### config.mk
export PLATFORM = sky130hd
export DESIGN_NAME = byte_queue
export DESIGN_NICKNAME = d
export VERILOG_FILES = /design/src/rtl/byte_queue.sv
export SDC_FILE = /design/constraint.sdc
export NUM_CORES = 1
export LEC_CHECK = 0
export ABC_AREA = 1
export BUFFER_PORTS_ARGS = -buffer_cell sky130_fd_sc_hd__buf_2
export CORE_UTILIZATION = 30
export DETAILED_ROUTE_END_ITERATION = 6
export PLACE_DENSITY = 0.5
export SETUP_SLACK_MARGIN = 0.05
export SYNTH_ARGS = -nofsm -noshare
export SYNTH_HDL_FRONTEND = slang
export SYNTH_SLANG_ARGS = --single-unit
export TNS_END_PERCENT = 20
### constraint.sdc
create_clock -name clock_100 -period 1.97 [get_ports clock_100]
set_input_delay 0.394 -clock clock_100 [delete_from_list [all_inputs] [get_ports clock_100]]
set_output_delay 0.394 -clock clock_100 [all_outputs]
set_load 0.005 [all_outputs]
### src/rtl/byte_queue.sv
// byte_queue: circular byte FIFO behind the deserializer.
// Level handshake on the write side, pop-on-request read side.
module byte_queue #(
  parameter int DEPTH = 8,
  parameter int WIDTH = 8
) (
  input  logic                       clock_100,
  input  logic                       reset,
  input  logic [WIDTH-1:0]           data_in,
  input  logic                       data_ready_in,
  output logic                       ack_out,
  input  logic                       dequeue_in,
  output logic [WIDTH-1:0]           data_out,
  output logic                       data_valid_out,
  output logic [$clog2(DEPTH):0]     len_out,
  output logic                       empty,
  output logic                       full
);

  localparam int AW = $clog2(DEPTH);
  localparam int CW = AW + 1;

  typedef enum logic [1:0] {
    S_IDLE,
    S_ACK,
    S_WAIT_RELEASE
  } state_e;

  state_e           state_q;
  logic             ack_q;
  logic [WIDTH-1:0] mem_q [DEPTH];
  logic [AW-1:0]    wr_ptr_q;
  logic [AW-1:0]    rd_ptr_q;
  logic [CW-1:0]    count_q;
  logic [CW-1:0]    count_d;
  logic [WIDTH-1:0] dout_q;
  logic             dvalid_q;
  logic             push;
  logic             pop;

  assign empty   = (count_q == '0);
  assign full    = (count_q == CW'(DEPTH));
  assign len_out = count_q;

  assign ack_out        = ack_q;
  assign data_out       = dout_q;
  assign data_valid_out = dvalid_q;

  // Full is judged on the current count; a same-edge pop never frees a slot early.
  assign push = (state_q == S_IDLE) && data_ready_in && !full;
  assign pop  = dequeue_in && !empty;

  // Occupancy next-state: simultaneous push and pop cancel out.
  always_comb begin
    count_d = count_q;
    unique case ({push, pop})
      2'b10:   count_d = count_q + CW'(1);
      2'b01:   count_d = count_q - CW'(1);
      default: count_d = count_q;
    endcase
  end

  // Write handshake: one push per upstream byte, wait for data_ready to drop.
  always_ff @(posedge clock_100 or negedge reset) begin
    if (!reset) begin
      state_q <= S_IDLE;
      ack_q   <= 1'b0;
    end else begin
      unique case (state_q)
        S_IDLE: begin
          if (push) begin
            state_q <= S_ACK;
            ack_q   <= 1'b1;
          end
        end
        S_ACK: begin
          state_q <= S_WAIT_RELEASE;
          ack_q   <= 1'b0;
        end
        S_WAIT_RELEASE: begin
          ack_q <= 1'b0;
          if (!data_ready_in) state_q <= S_IDLE;
        end
        default: begin
          state_q <= S_IDLE;
          ack_q   <= 1'b0;
        end
      endcase
    end
  end

  // Storage array; contents are never observable before being written.
  always_ff @(posedge clock_100) begin
    if (push) mem_q[wr_ptr_q] <= data_in;
  end

  // Pointers, occupancy and the registered read port.
  always_ff @(posedge clock_100 or negedge reset) begin
    if (!reset) begin
      wr_ptr_q <= '0;
      rd_ptr_q <= '0;
      count_q  <= '0;
      dout_q   <= '0;
      dvalid_q <= 1'b0;
    end else begin
      count_q  <= count_d;
      dvalid_q <= pop;
      if (push) wr_ptr_q <= wr_ptr_q + AW'(1);
      if (pop) begin
        dout_q   <= mem_q[rd_ptr_q];
        rd_ptr_q <= rd_ptr_q + AW'(1);
      end
    end
  end

endmodule
**Word-level counts from Yosys, hierarchy flattened**

Memories as Yosys holds them, arrays and structs flattened. A register that Yosys moved wholly into a read port is not among the register bits.
Cells that the tools add are included.

- Memories: 1
- Word-level logic and storage cells: 36
- Output and inout port bits: 16
- RAM bits: 64
- Register bits: 14
- Input port bits: 12

Memory list:

| name | depth | bits a word | rd ports | clocked after Yosys merged registers in | write ports | line | source |
|---|---|---|---|---|---|---|---|
| mem_q | 8 | 8 | 1 | 1 | 1 | 31 | `logic [WIDTH-1:0] mem_q [DEPTH];` |

- Reductions and logical operators: 10
- Muxes and demuxes: 8
- Eq/ne operators: 7
- Add/subtract/negate cells: 4

Operators with widths:

| cell | count |
|---|---|
| $pmux W4 S2 | 1 |
| $add A3 B1 Y3 const B | 2 |
| $pmux W2 S3 | 1 |
| $add A4 B1 Y4 const B | 1 |
| $eq A2 B1 Y1 const B | 2 |
| $eq A2 B2 Y1 const B | 2 |
| $eq A4 B4 Y1 const B | 1 |
| $logic_not A4 Y1 | 1 |
| $mux W1 | 4 |
| $mux W2 | 2 |
| $ne A2 B2 Y1 const B | 2 |
| $sub A4 B1 Y4 const B | 1 |
| $logic_and A1 B1 Y1 | 3 |
| $logic_not A1 Y1 | 3 |
| $logic_not A2 Y1 | 1 |
| $reduce_and A2 Y1 | 1 |
| $reduce_bool A2 Y1 | 1 |

**Logic depth before layout (Yosys ltp)**

Gate-level depths: netlist of the first run.

- Word-level depth: 5
- Gate-level depth with buffers: 14

**Worst setup path after synthesis of the first run**

No wires, ideal clock.

- Path kind: register to register
- Start: reg count_q[1], in the netlist len_out[1]
- End: reg count_q[3], in the netlist len_out[3]
- Library setup time: 0.116 ns
- Buffers on the path: 1
- Stages on the path, launching flop included: 13
- Path slack: -0.103 ns
- Arrival: 1.957 ns
- Cells stage by stage: dfrtp_1 > nor2_2 > nand3_2 > nand2_4 > inv_4 > buf_6 > ha_1 > ha_1 > or2_2 > nand3_1 > nand2_1 > nand2_1 > nand2_1

- Cells in the longest elaborated chain, start to end: 5
- Elaborated cells between the ends (all ways): 12

Ends and longest elaborated chain:

| what | line | source |
|---|---|---|
| from (decl) | 34 | `logic [CW-1:0] count_q;` |
| from (signal assigned) | 106 | `count_q <= count_d;` |
| $logic_not A4 Y1 (*) | 41 | `assign empty = (count_q == '0);` |
| $logic_not A1 Y1 (*) | 51 | `assign pop = dequeue_in && !empty;` |
| $logic_and A1 B1 Y1 (*) | 51 |  |
| named net pop | 39 | `logic pop;` |
| $eq A2 B1 Y1 or $eq A2 B2 Y1 (tied branches) | 56 | `unique case ({push, pop})` |
| $pmux W4 S2 or $reduce_bool A2 Y1 (tied branches) | n/a |  |

The timed path passes the listed nets; every way through them passes the cells marked *.
A chain may end at the register's enable or synchronous reset.

**Final worst setup path of the first run**

- Start: reg count_q[1], in the netlist len_out[1]
- End: reg count_q[2], in the netlist len_out[2]

- Cells in the longest elaborated chain, start to end: 5
- Elaborated cells between the ends (all ways): 12

Ends and longest elaborated chain:

| what | line |
|---|---|
| $eq A4 B4 Y1 or $logic_not A4 Y1 (tied branches) | 42, 41 |
| $logic_not A1 Y1 (on tied branches) | 50, 51 |
| $logic_and A1 B1 Y1 (on tied branches) | 50, 51 |
| $eq A2 B1 Y1 or $eq A2 B2 Y1 (tied branches) | 56 |
| $pmux W4 S2 or $reduce_bool A2 Y1 (tied branches) | n/a |

Parallel ways exist; a longest one is shown, timed or not.

==> results of run 1 <==
-- where the power goes --
| part | switching, mW | total (mW) | internal [mW] |
|---|---|---|---|
| clock network | 0.704 | 1.95 | 1.25 |
| registers | 0.211 | 2.51 | 2.30 |
| logic | 1.44 | 2.32 | 0.883 |
-- per-stage QoR --
stage	utilization, %	cells
floorplan	-	369
global placement	34.9	572
detailed placement	34.9	572
global route	37.8	588
CTS	37.8	588
finish	37.8	588
-- per-layer routing --
metal	vias up	share of wire [%]	track usage, %
met3	8	5.9	2.90
met2	55	46	21.0
met5	-	0	0
met4	0	1.7	5.71
met1	1140	47	18.5
li1	1271	-	-
-- Yosys cell counts (3+ instances only) --
master,count
sky130_fd_sc_hd__buf_2,4
sky130_fd_sc_hd__buf_4,7
sky130_fd_sc_hd__dfrtp_1,22
sky130_fd_sc_hd__edfxtp_1,64
sky130_fd_sc_hd__ha_1,5
sky130_fd_sc_hd__inv_1,61
sky130_fd_sc_hd__nand2_1,121
sky130_fd_sc_hd__nand3_1,43
sky130_fd_sc_hd__nand3_2,11
sky130_fd_sc_hd__nor3_1,8
sky130_fd_sc_hd__o21ai_0,4
sky130_fd_sc_hd__xor2_1,3
-- critical path: stages (launching register included) --
cell and delay (ps):
sky130_fd_sc_hd__dfrtp_1 420, sky130_fd_sc_hd__nor2_2 130, sky130_fd_sc_hd__nand3_1 120, sky130_fd_sc_hd__nand3_2 110, sky130_fd_sc_hd__ha_4 170, sky130_fd_sc_hd__inv_1 70
sky130_fd_sc_hd__fa_1 370, sky130_fd_sc_hd__xor2_1 150, sky130_fd_sc_hd__o21ai_0 160
-- state kept, by name, summed over array words and instances, names as in the netlist --
name,count
ack_out,1
data_out,8
data_valid_out,1
len_out,4
mem_q,64
rd_ptr_q,3
state_q,2
wr_ptr_q,3
-- logic make-up after synthesis --
group,after synthesis,share of synthesized area [%]
simple gates,188,22.3
flops,86,64.6
buf+inv,78,8.99
compound gates,6,0.785
fa+ha+maj,6,2.16
xor+xnor,5,1.14
-- layout make-up --
cell class	instances	area, sq um
multi-input combinational	205	1040
clock inverter	7	121
clock buffer	9	225
timing repair buffer	48	293
sequential	86	2470
tap	168	210
inverter	65	249
fill	1220	7600
-- how the worst max path moves through the flow --
stage / start / end / slack, ps / depth (start not counted)
floorplan: len_out[0] / len_out[3] / 70 / 14
detailed placement: len_out[2] / mem_q[0][0] / 160 / 6
CTS: len_out[2] / mem_q[0][2] / 160 / 6
global route: len_out[1] / len_out[2] / 60 / 8
finish: len_out[1] / len_out[2] / 180 / 8
global placement: len_out[1] / len_out[3] / 240 / 13
-- what timing repair did --
action,in CTS,in global routing
gates resized for setup,0,1
buffers inserted,0,0
setup endpoints to repair,0,8
hold buffers,0,0
==> results.txt, run 1 <==
The run finished with clean final reports. The number of global-route vias before repair is 2384, and the overall power after layout is 6.78 mW. Compared with the post-synthesis result, the final layout area differs by 20.6%. The top cell types in the final layout, fill and taps aside, are sky130_fd_sc_hd__nand2_1, sky130_fd_sc_hd__edfxtp_1, sky130_fd_sc_hd__inv_1.

Once the floorplan was initialized, standard cells occupied 31.3% of the core. Of all nets on the critical path, the largest fanout is 5. At the placement stage, the worst setup path has a slack of 162 ps. Leakage power total: 2.09 nW.

In the synthesized netlist the dominant register cell turns out to be sky130_fd_sc_hd__edfxtp_1. Global routing finished with a remaining overflow of 0. In the synthesized netlist, the number of instances is 369. Of the synthesized area, sequential elements account for 64.6%.

The setup slack on the worst flop-to-flop path was 180 ps; the setup skew after layout was 5.76 ps. The worst pin sits at a relative slew slack of 66.4%. For the least setup slack across all paths after layout, the log shows 179 ps.

Most frequent standard cell in the layout excluding fill and tap cells: sky130_fd_sc_hd__nand2_1. The run gives 3 as the deepest level of the CTS H-tree. Of the cells placed in the final design, the portion with a size suffix greater than 1 is 20.2%.

For the worst setup path, the data required time is 2220 ps. The worst setup path is of the flip-flop to flip-flop kind. Across the VDD grid, the largest voltage drop is 0.499 mV.

The transition at the pin with the smallest max-transition slack is 504 ps, and the total negative slack is 0 ps. For the number of rows created at floorplan, the log shows 40. The number of cells on the worst reg-to-reg path is 8. The tools report the number of antenna repair diodes as 0. After the first detailed-routing iteration, the DRC count stood at 202.

Critical path startpoint category: a flip-flop. The die is 115 um tall. The post-synthesis cell type count was 24. After synthesis, the mean cell area works out to 10.4 sq um. The total number of clock tree sinks was 86; the critical path arrival was 2040 ps. The count of final max-slew check failures was 0; the number of max-cap violations was 0. Counting the buffers created by CTS gives 9. Root buffer cell: sky130_fd_sc_hd__clkbuf_16.

The logs give 0 for the count of endpoints failing hold in the final timing report and 0 for the number of antenna violations at the first check in global routing. The count of nets left with antenna violations once routing finished came out at 0. In the routed design, unresolved DRC markers number 0. The run gives 387 as the synthesized netlist net count. The worst register-to-register path begins at len_out[1].

The first-pass iteration count of the detailed router is 4. At the later pin of the worst-skew pair, clock insertion delay measures 340 ps. The first global-routing pass estimated 12900 um of wire. At the end of routability-driven placement, the weighted congestion stood at 0.843. For the number of I/O pins, the log shows 28. The average detailed-routed wire length per instance is 13.6 um.

The run gives 0.00383 sq mm as the post-synthesis cell area. STA classifies the critical path endpoint as a flip-flop. Setup repair after global routing left no endpoint under its margin.

Once detailed placement completed, the half-perimeter wirelength came to 5220 um. Global routing used 13.6% of the available tracks across all layers. Counting flops with an async set or reset pin after synthesis yields a share of 25.6%.

The number of warnings printed during yosys synthesis is 0, and the core outline area is 0.0122 sq mm. The final setup violation count is 0. TritonCTS built the clock tree. Achievable frequency: 558 MHz. The post-layout net count was 433. The areal power density over the cells is 1470 mW/mm^2. The quantity of I/O buffers inserted on ports is 27. In this run, synthesis produced a sequential element count of 86. Hold timing on the final database bottoms out at a slack of 17.7 ps.

The finished cells cover 0.00461 sq mm. The post-route fraction of the period consumed by the critical path is 90.9%, and the aggregate routed wire length is 8010 um. The die outline area is 0.0132 sq mm, and the area fraction of the dominant cell type after synthesis is 50.2%. Dividing the detail-routed via count by the number of cells gives 4.21. The die width was 115 um. Clock-pin slew of the registers on the worst-case setup and hold paths: 60 ps. The type of the most critical hold path is primary input to async pin. Summing over every cut layer, the via total after detailed routing is 2474. In this run the critical register-to-register path is captured at len_out[2].

The run gives 34 as the largest net degree at the start of global routing. Post-synthesis cell type with the largest combined area: sky130_fd_sc_hd__edfxtp_1. Ranked by total cell area, the synthesized netlist is headed by sky130_fd_sc_hd__edfxtp_1, sky130_fd_sc_hd__dfrtp_1, sky130_fd_sc_hd__nand2_1.

In this run the cell area measured after placement is 0.00427 sq mm. The synthesized design contains 64 enable-type register cells. The clock passes through at most 2 buffers. The minimum period implied by the final worst setup slack was 1790 ps.
Power figures use the tool's default switching activity.
==> run 2: changes to the inputs <==
- CAP_MARGIN: default -> 20
- CORE_MARGIN: default -> 2
==> results.txt, run 2 (synthesis results as in run 1) <==
The number of I/O pins was 28 (unchanged); the quantity of I/O buffers inserted on ports was 27 (unchanged). The deepest level of the CTS H-tree is 3 (unchanged), and the least setup slack across all paths after layout is 196 ps (+17.2 ps). The final hold slack is 48.9 ps (+31.1 ps). The run gives 0.0137 sq mm (+3.5%) as the die outline area.

The number of max-cap violations came out at 0 (unchanged). The cell total after placement was 572 (unchanged). The clock-pin slew of the registers on the worst-case setup and hold paths works out to 60 ps (about the same). The minimum period implied by the final worst setup slack was 1770 ps (-17.2 ps); the final setup violation count was 0 (unchanged). The number of global-route vias before repair was 2344 (-1.7%). The die width works out to 117 um (+1.7%). The starting DRC count in detailed routing was 117 (-42%); the leakage power total was 2.07 nW (-1.2%). The logs give 2 (unchanged) for the number of buffers between clock root and the deepest sink and 0 (unchanged) for the global route total overflow. The critical path startpoint category is a flip-flop. The achievable frequency came out at 564 MHz (+0.97%). TritonCTS built the clock tree. The tools report the number of rows created at floorplan as 41 (+2.5%). The tools report the first-pass iteration count of the detailed router as 4 (unchanged). Multi-input combinational cell area: 0.00105 sq mm (+0.48%). The areal power density over the cells works out to 1460 mW/mm^2 (-0.82%). The register area was 0.00247 sq mm (unchanged); the worst supply voltage drop on vdd was 0.387 mV (-22%). The logs give 0.00424 sq mm (-0.59%) for the instance area at placement and 6.67 mW (-1.7%) for the overall power after layout.

The number of vias per cell was 4.23 (+0.53%). The worst setup path is of the flip-flop to flip-flop kind. The register bank with the most flops was mem_q. The flip-flop count of the largest register after layout was 64 (unchanged); the required arrival time at the worst endpoint was 2190 ps (-30 ps).

The maximum fanout along the worst path came out at 5 (unchanged). Setup repair after global routing left no endpoint under its margin. The run gives 159 ps (-2.46 ps) as the pre-CTS worst setup slack. The number of antenna violations at the first check in global routing was 0 (unchanged). The type of the most critical hold path is primary input to async pin. The critical path arrival was 2000 ps (-40 ps).

The count of final max-slew check failures is 0 (unchanged). The logs give 36.5% (-1.2 points) for the fraction of the core area covered by cells at the end of the flow and 5070 um (-3.0%) for the HPWL after detailed placement. Most frequent standard cell in the layout excluding fill and tap cells: sky130_fd_sc_hd__nand2_1.

Count of endpoints failing hold in the final timing report: 0 (unchanged). The core outline area is 0.0125 sq mm (+2.5%). The routability congestion estimate came out at 0.765 (-9.3%). The via count is 2487 (+0.53%). The flow ran to the end, and the final reports show no timing, DRC or antenna violations. Number of filler cells placed in the layout: 1295 (+6.1%). The total track usage was 12.8% (-0.77 points).

The tools report the relative slew slack as 62.2% (-4.2 points). The root buffer cell chosen for the clock tree is sky130_fd_sc_hd__clkbuf_16. Compared with the post-synthesis result, the final layout area differs by 19.6%. The run gives 34 (unchanged) as the largest net degree at the start of global routing. The die height was 117 um (+1.7%); the aggregate routed wire length was 7980 um (-0.42%). The wire length of the first global-routing pass is 12600 um (-2.9%). The transition at the pin with the smallest max-transition slack works out to 567 ps (+63.6 ps).

The remaining number of nets flagged by the antenna check after routing is 0 (unchanged), and the DRC violations left is 0 (unchanged). In the layout the commonest cells are sky130_fd_sc_hd__nand2_1, sky130_fd_sc_hd__edfxtp_1, sky130_fd_sc_hd__inv_1. The average detailed-routed wire length per instance came out at 13.6 um (-0.42%).

The total negative slack was 0 ps (unchanged). The post-layout net count was 429 (-0.92%). The logs give 0 (unchanged) for the number of antenna repair diodes and 30.6% (-0.76 points) for the initial standard-cell utilization of the core.

STA classifies the critical path endpoint as a flip-flop. Insertion delay of the later-clocked pin in the worst-skew pair: 330 ps (about the same). The final cell area excluding filler cells was 0.00457 sq mm (-0.87%); the setup skew after layout was 4.16 ps (-1.60 ps).

The share of final-layout standard cells stronger than drive strength 1 is 19.7% (-0.53 points). The total CTS buffers is 9 (unchanged). The post-route fraction of the period consumed by the critical path is 90.0% (-0.87 points), and the final cell count without fillers is 588 (unchanged).

The tools report the total number of clock tree sinks as 86 (unchanged).
-- run 2: what timing repair did --
action / 4_1_cts / 5_1_grt
setup endpoints to repair: 0 / 1
setup buffers: 0 / 0
hold buffers: 0 / 0
gates resized for setup: 0 / 3
endpoints found under the hold margin: 0 / 0
-- run 2: area by class of cell --
class / count / share of cell area [%]
inverter: 65 / 5.44
sequential: 86 / 54.1
clock buffer: 12 / 5.61
multi-input combinational: 205 / 22.9
timing repair buffer: 44 / 5.74
tap: 172 / 4.70
clock inverter: 4 / 1.53
-- run 2: where the power goes --
part	internal, mW	switching [mW]
Combinational	0.883	1.42
Sequential	2.30	0.230
Clock	1.18	0.652
Total	4.36	2.31
-- run 2: worst max-delay path, cell delays in order (launching register included) --
cell and delay (ps):
sky130_fd_sc_hd__dfrtp_2 440, sky130_fd_sc_hd__nor2_2 140, sky130_fd_sc_hd__nand3_2 110, sky130_fd_sc_hd__nand2_4 100, sky130_fd_sc_hd__inv_4 40, sky130_fd_sc_hd__ha_4 170
sky130_fd_sc_hd__ha_1 270, sky130_fd_sc_hd__nand2_1 50, sky130_fd_sc_hd__nand2_1 100, sky130_fd_sc_hd__nand2_1 60, sky130_fd_sc_hd__nand3_1 60, sky130_fd_sc_hd__nand2_1 50
sky130_fd_sc_hd__nand2_1 50, sky130_fd_sc_hd__nand2_1 50
-- run 2: layer usage --
layer  part of all wire (%)  global-route usage (%)  wire length (um)
met5                      0                       0                 0
met4                    1.4                    5.88               114
met3                    2.2                    2.27               174
met2                     50                    21.1              4030
met1                     46                    16.5              3660
-- run 2: worst paths after layout --
| path | from | to | slack, ps | cells after the start |
|---|---|---|---|---|
| max | len_out[1] | len_out[3] | 200 | 13 |
| min | reset | data_out[3] | 50 | 1 |
| max reg2reg | len_out[1] | len_out[3] | 200 | 13 |
| min reg2reg | state_q[1] | state_q[1] | 460 | 1 |
| max in group asynchronous | reset | len_out[1] | 1500 | 1 |
| min in group clock_100 | data_ready_in | state_q[1] | 320 | 3 |
==> run 3: changes to the inputs <==
- CORE_ASPECT_RATIO: default -> 0.6
==> results.txt, run 3 (synthesis results as in run 1) <==
The flow ran to the end, and the final reports show no timing, DRC or antenna violations. The run gives 0 (unchanged) as the count of final max-slew check failures. Die width: 150 um (+28%). The tools report the count of endpoints failing hold in the final timing report as 0 (unchanged). The tools report the die outline area as 0.0137 sq mm (+0.22%). The fraction of the core area covered by cells at the end of the flow is 37.0% (+0.42 points). The number of max-cap violations was 0 (unchanged); the DRC violations left was 0 (unchanged).

The initial standard-cell utilization of the core came out at 31.2% (+0.65 points). The instance area at placement is 0.00423 sq mm (-0.38%), and the deepest level of the CTS H-tree is 3 (unchanged). The worst supply voltage drop on vdd came out at 0.557 mV (+44%). The overall power after layout came out at 6.55 mW (-1.8%).

The wire length of the first global-routing pass came out at 13400 um (+6.6%). Category of the critical setup timing path: flip-flop to flip-flop. The delay contributed by the slowest stage of the critical path was 450 ps (about the same). Setup repair after global routing left no endpoint under its margin. The die height was 91.5 um (-22%); the post-layout net count was 428 (-0.23%). Flip-flop count of the largest register after layout: 64 (unchanged).

Nature of the critical path endpoint: a flip-flop. Leakage power total: 2.04 nW (-1.6%). The logs give 0 (unchanged) for the number of antenna violations at the first check in global routing and 0.00247 sq mm (about the same) for the register area. The tools report the insertion delay of the later-clocked pin in the worst-skew pair as 330 ps (about the same).

The number of buffers between clock root and the deepest sink came out at 2 (unchanged). The worst-path cell with the longest stage delay is sky130_fd_sc_hd__dfrtp_2. The transition at the pin with the smallest max-transition slack was 508 ps (-59.4 ps).

The total CTS buffers was 9 (unchanged). For the largest net degree at the start of global routing, the log shows 34 (unchanged). The tools report the total number of clock tree sinks as 86 (unchanged).

The post-cts hold buffer count is 0 (unchanged). For the final cell area excluding filler cells, the log shows 0.00453 sq mm (-0.96%). The average detailed-routed wire length per instance is 14.4 um (+5.9%), and the number of gates given a new drive strength after cts is 0 (unchanged).

Tracing the worst setup path back leads to its startpoint at len_out[1]. The tools report the critical path startpoint category as a flip-flop. Leaving out fill and tap cells, the most frequent cells in the layout are sky130_fd_sc_hd__nand2_1, sky130_fd_sc_hd__edfxtp_1, sky130_fd_sc_hd__inv_1. The clock-pin slew of the registers on the worst-case setup and hold paths was 60 ps (about the same).

The maximum fanout along the worst path was 5 (unchanged). The logs give 2468 (+5.3%) for the number of global-route vias before repair and 0.0123 sq mm (-2.1%) for the core outline area. The final setup violation count is 0 (unchanged). The register bank with the most flops was mem_q. The library cell used most frequently in the layout, excluding fill and tap cells, is sky130_fd_sc_hd__nand2_1. The signal on the critical path passes through nor2_4 -> nand3_2 -> nand2_4 -> inv_4 -> ha_4 -> ha_4 -> or2_4 -> nand2_1 -> nand3_1 -> nand2_1 -> nand2_1 -> nand2_1. For the aggregate routed wire length, the log shows 8330 um (+4.4%). The quantity of I/O buffers inserted on ports came out at 27 (unchanged).

The post-route fraction of the period consumed by the critical path is 90.3% (+0.24 points), and the areal power density over the cells is 1450 mW/mm^2 (-0.82%). The routability congestion estimate is 0.771 (+0.89%). The tools report the number of buffers added for setup after CTS as 0 (unchanged).

Compared with the post-synthesis result, the final layout area differs by 18.4%. Share of final-layout standard cells stronger than drive strength 1: 19.5% (-0.19 points). The first-pass iteration count of the detailed router was 4 (unchanged). The run gives 0.00105 sq mm (+0.72%) as the multi-input combinational cell area. The number of vias per cell is 4.34 (+2.6%). The achievable frequency came out at 562 MHz (-0.26%). TritonCTS built the clock tree. The root buffer cell is sky130_fd_sc_hd__clkbuf_16. The total negative slack was 0 ps (unchanged).

The critical path arrival was 2050 ps (+50 ps); the number of filler cells placed in the layout was 1256 (-3.0%). The via count was 2518 (+1.2%). The HPWL after detailed placement is 5580 um (+10%).

The total buffers and inverters traversed by the critical path is 1 (unchanged), and the final hold slack is 24.0 ps (-24.9 ps). The number of rows created at floorplan was 31 (-24%); the relative slew slack was 66.1% (+4.0 points). The type of the most critical hold path was primary input to async pin. The starting DRC count in detailed routing is 157 (+34%), and the remaining number of nets flagged by the antenna check after routing is 0 (unchanged). Number of antenna repair diodes: 0 (unchanged). The most frequent cell on the critical path is sky130_fd_sc_hd__nand2_1. The minimum period implied by the final worst setup slack works out to 1780 ps (+4.65 ps). The global route total overflow was 0 (unchanged). The total track usage is 13.2% (+0.45 points).

Top cell family by delay on the critical path: simple AND/OR/NAND/NOR gates. The startpoint identified for the worst register-to-register timing path is len_out[1]. The setup skew after layout is 5.10 ps (+0.932 ps), and the required arrival time at the worst endpoint is 2240 ps (+50 ps). For the number of I/O pins, the log shows 28 (unchanged).
-- run 3: changes by cell type in the layout (fill, tap and decap cells not counted), moves of 2 or more --
| cell | previous run | this run |
|---|---|---|
| sky130_fd_sc_hd__clkinvlp_4 | 0 | 2 |
| sky130_fd_sc_hd__clkinv_1 | 1 | 4 |
| sky130_fd_sc_hd__clkbuf_8 | 2 | 0 |
| sky130_fd_sc_hd__clkinv_2 | 2 | 0 |
-- run 3: metal layers --
layer	vias up	routed length, um	global-route usage (%)
li1	1259	-	-
met1	1218	4280	18.8
met2	34	3610	19.5
met3	7	373	4.42
met4	0	73	3.14
met5	-	0	0
-- run 3: worst register-to-register path, cell delays in order, from the launching register on --
cell	delay, ps
sky130_fd_sc_hd__dfrtp_2	450
sky130_fd_sc_hd__nor2_4	140
sky130_fd_sc_hd__nand3_2	110
sky130_fd_sc_hd__nand2_4	90
sky130_fd_sc_hd__inv_4	40
sky130_fd_sc_hd__ha_4	170
sky130_fd_sc_hd__ha_4	220
sky130_fd_sc_hd__or2_4	230
sky130_fd_sc_hd__nand2_1	60
sky130_fd_sc_hd__nand3_1	60
sky130_fd_sc_hd__nand2_1	60
sky130_fd_sc_hd__nand2_1	50
sky130_fd_sc_hd__nand2_1	50
-- run 3: worst paths after layout --
kind | end | slack (ps) | cells past startpoint
hold / removal | data_out[7] | 20 | 1
hold reg to reg | state_q[1] | 470 | 1
setup reg to reg | len_out[3] | 190 | 12
setup / recovery | len_out[3] | 190 | 12
max in group asynchronous | len_out[1] | 1580 | 1
min in group clock_100 | mem_q[5][0] | 330 | 1
-- run 3: cell type report --
class | count | share of cell area (%)
Clock inverter | 7 | 1.44
Tap cell | 165 | 4.56
Clock buffer | 9 | 4.97
Inverter | 65 | 5.50
Timing Repair Buffer | 43 | 5.63
Multi-Input combinational cell | 205 | 23.3
Sequential cell | 86 | 54.6
-- run 3: power by group --
part / leakage, nW / switching [mW] / internal [mW] / total, mW
Clock: 0.134 / 0.671 / 0.971 / 1.64
Sequential: 0.844 / 0.250 / 2.31 / 2.56
Combinational: 1.06 / 1.48 / 0.877 / 2.35
Total: 2.04 / 2.40 / 4.15 / 6.55
-- run 3: stage by stage --
step / worst slack (ps) / instances
6_report: 192 / 580
5_1_grt: 37.0 / 580
4_1_cts: 162 / 580
3_5_place_dp: 152 / 564
3_3_place_gp: 211 / 564
2_1_floorplan: 73.9 / 369
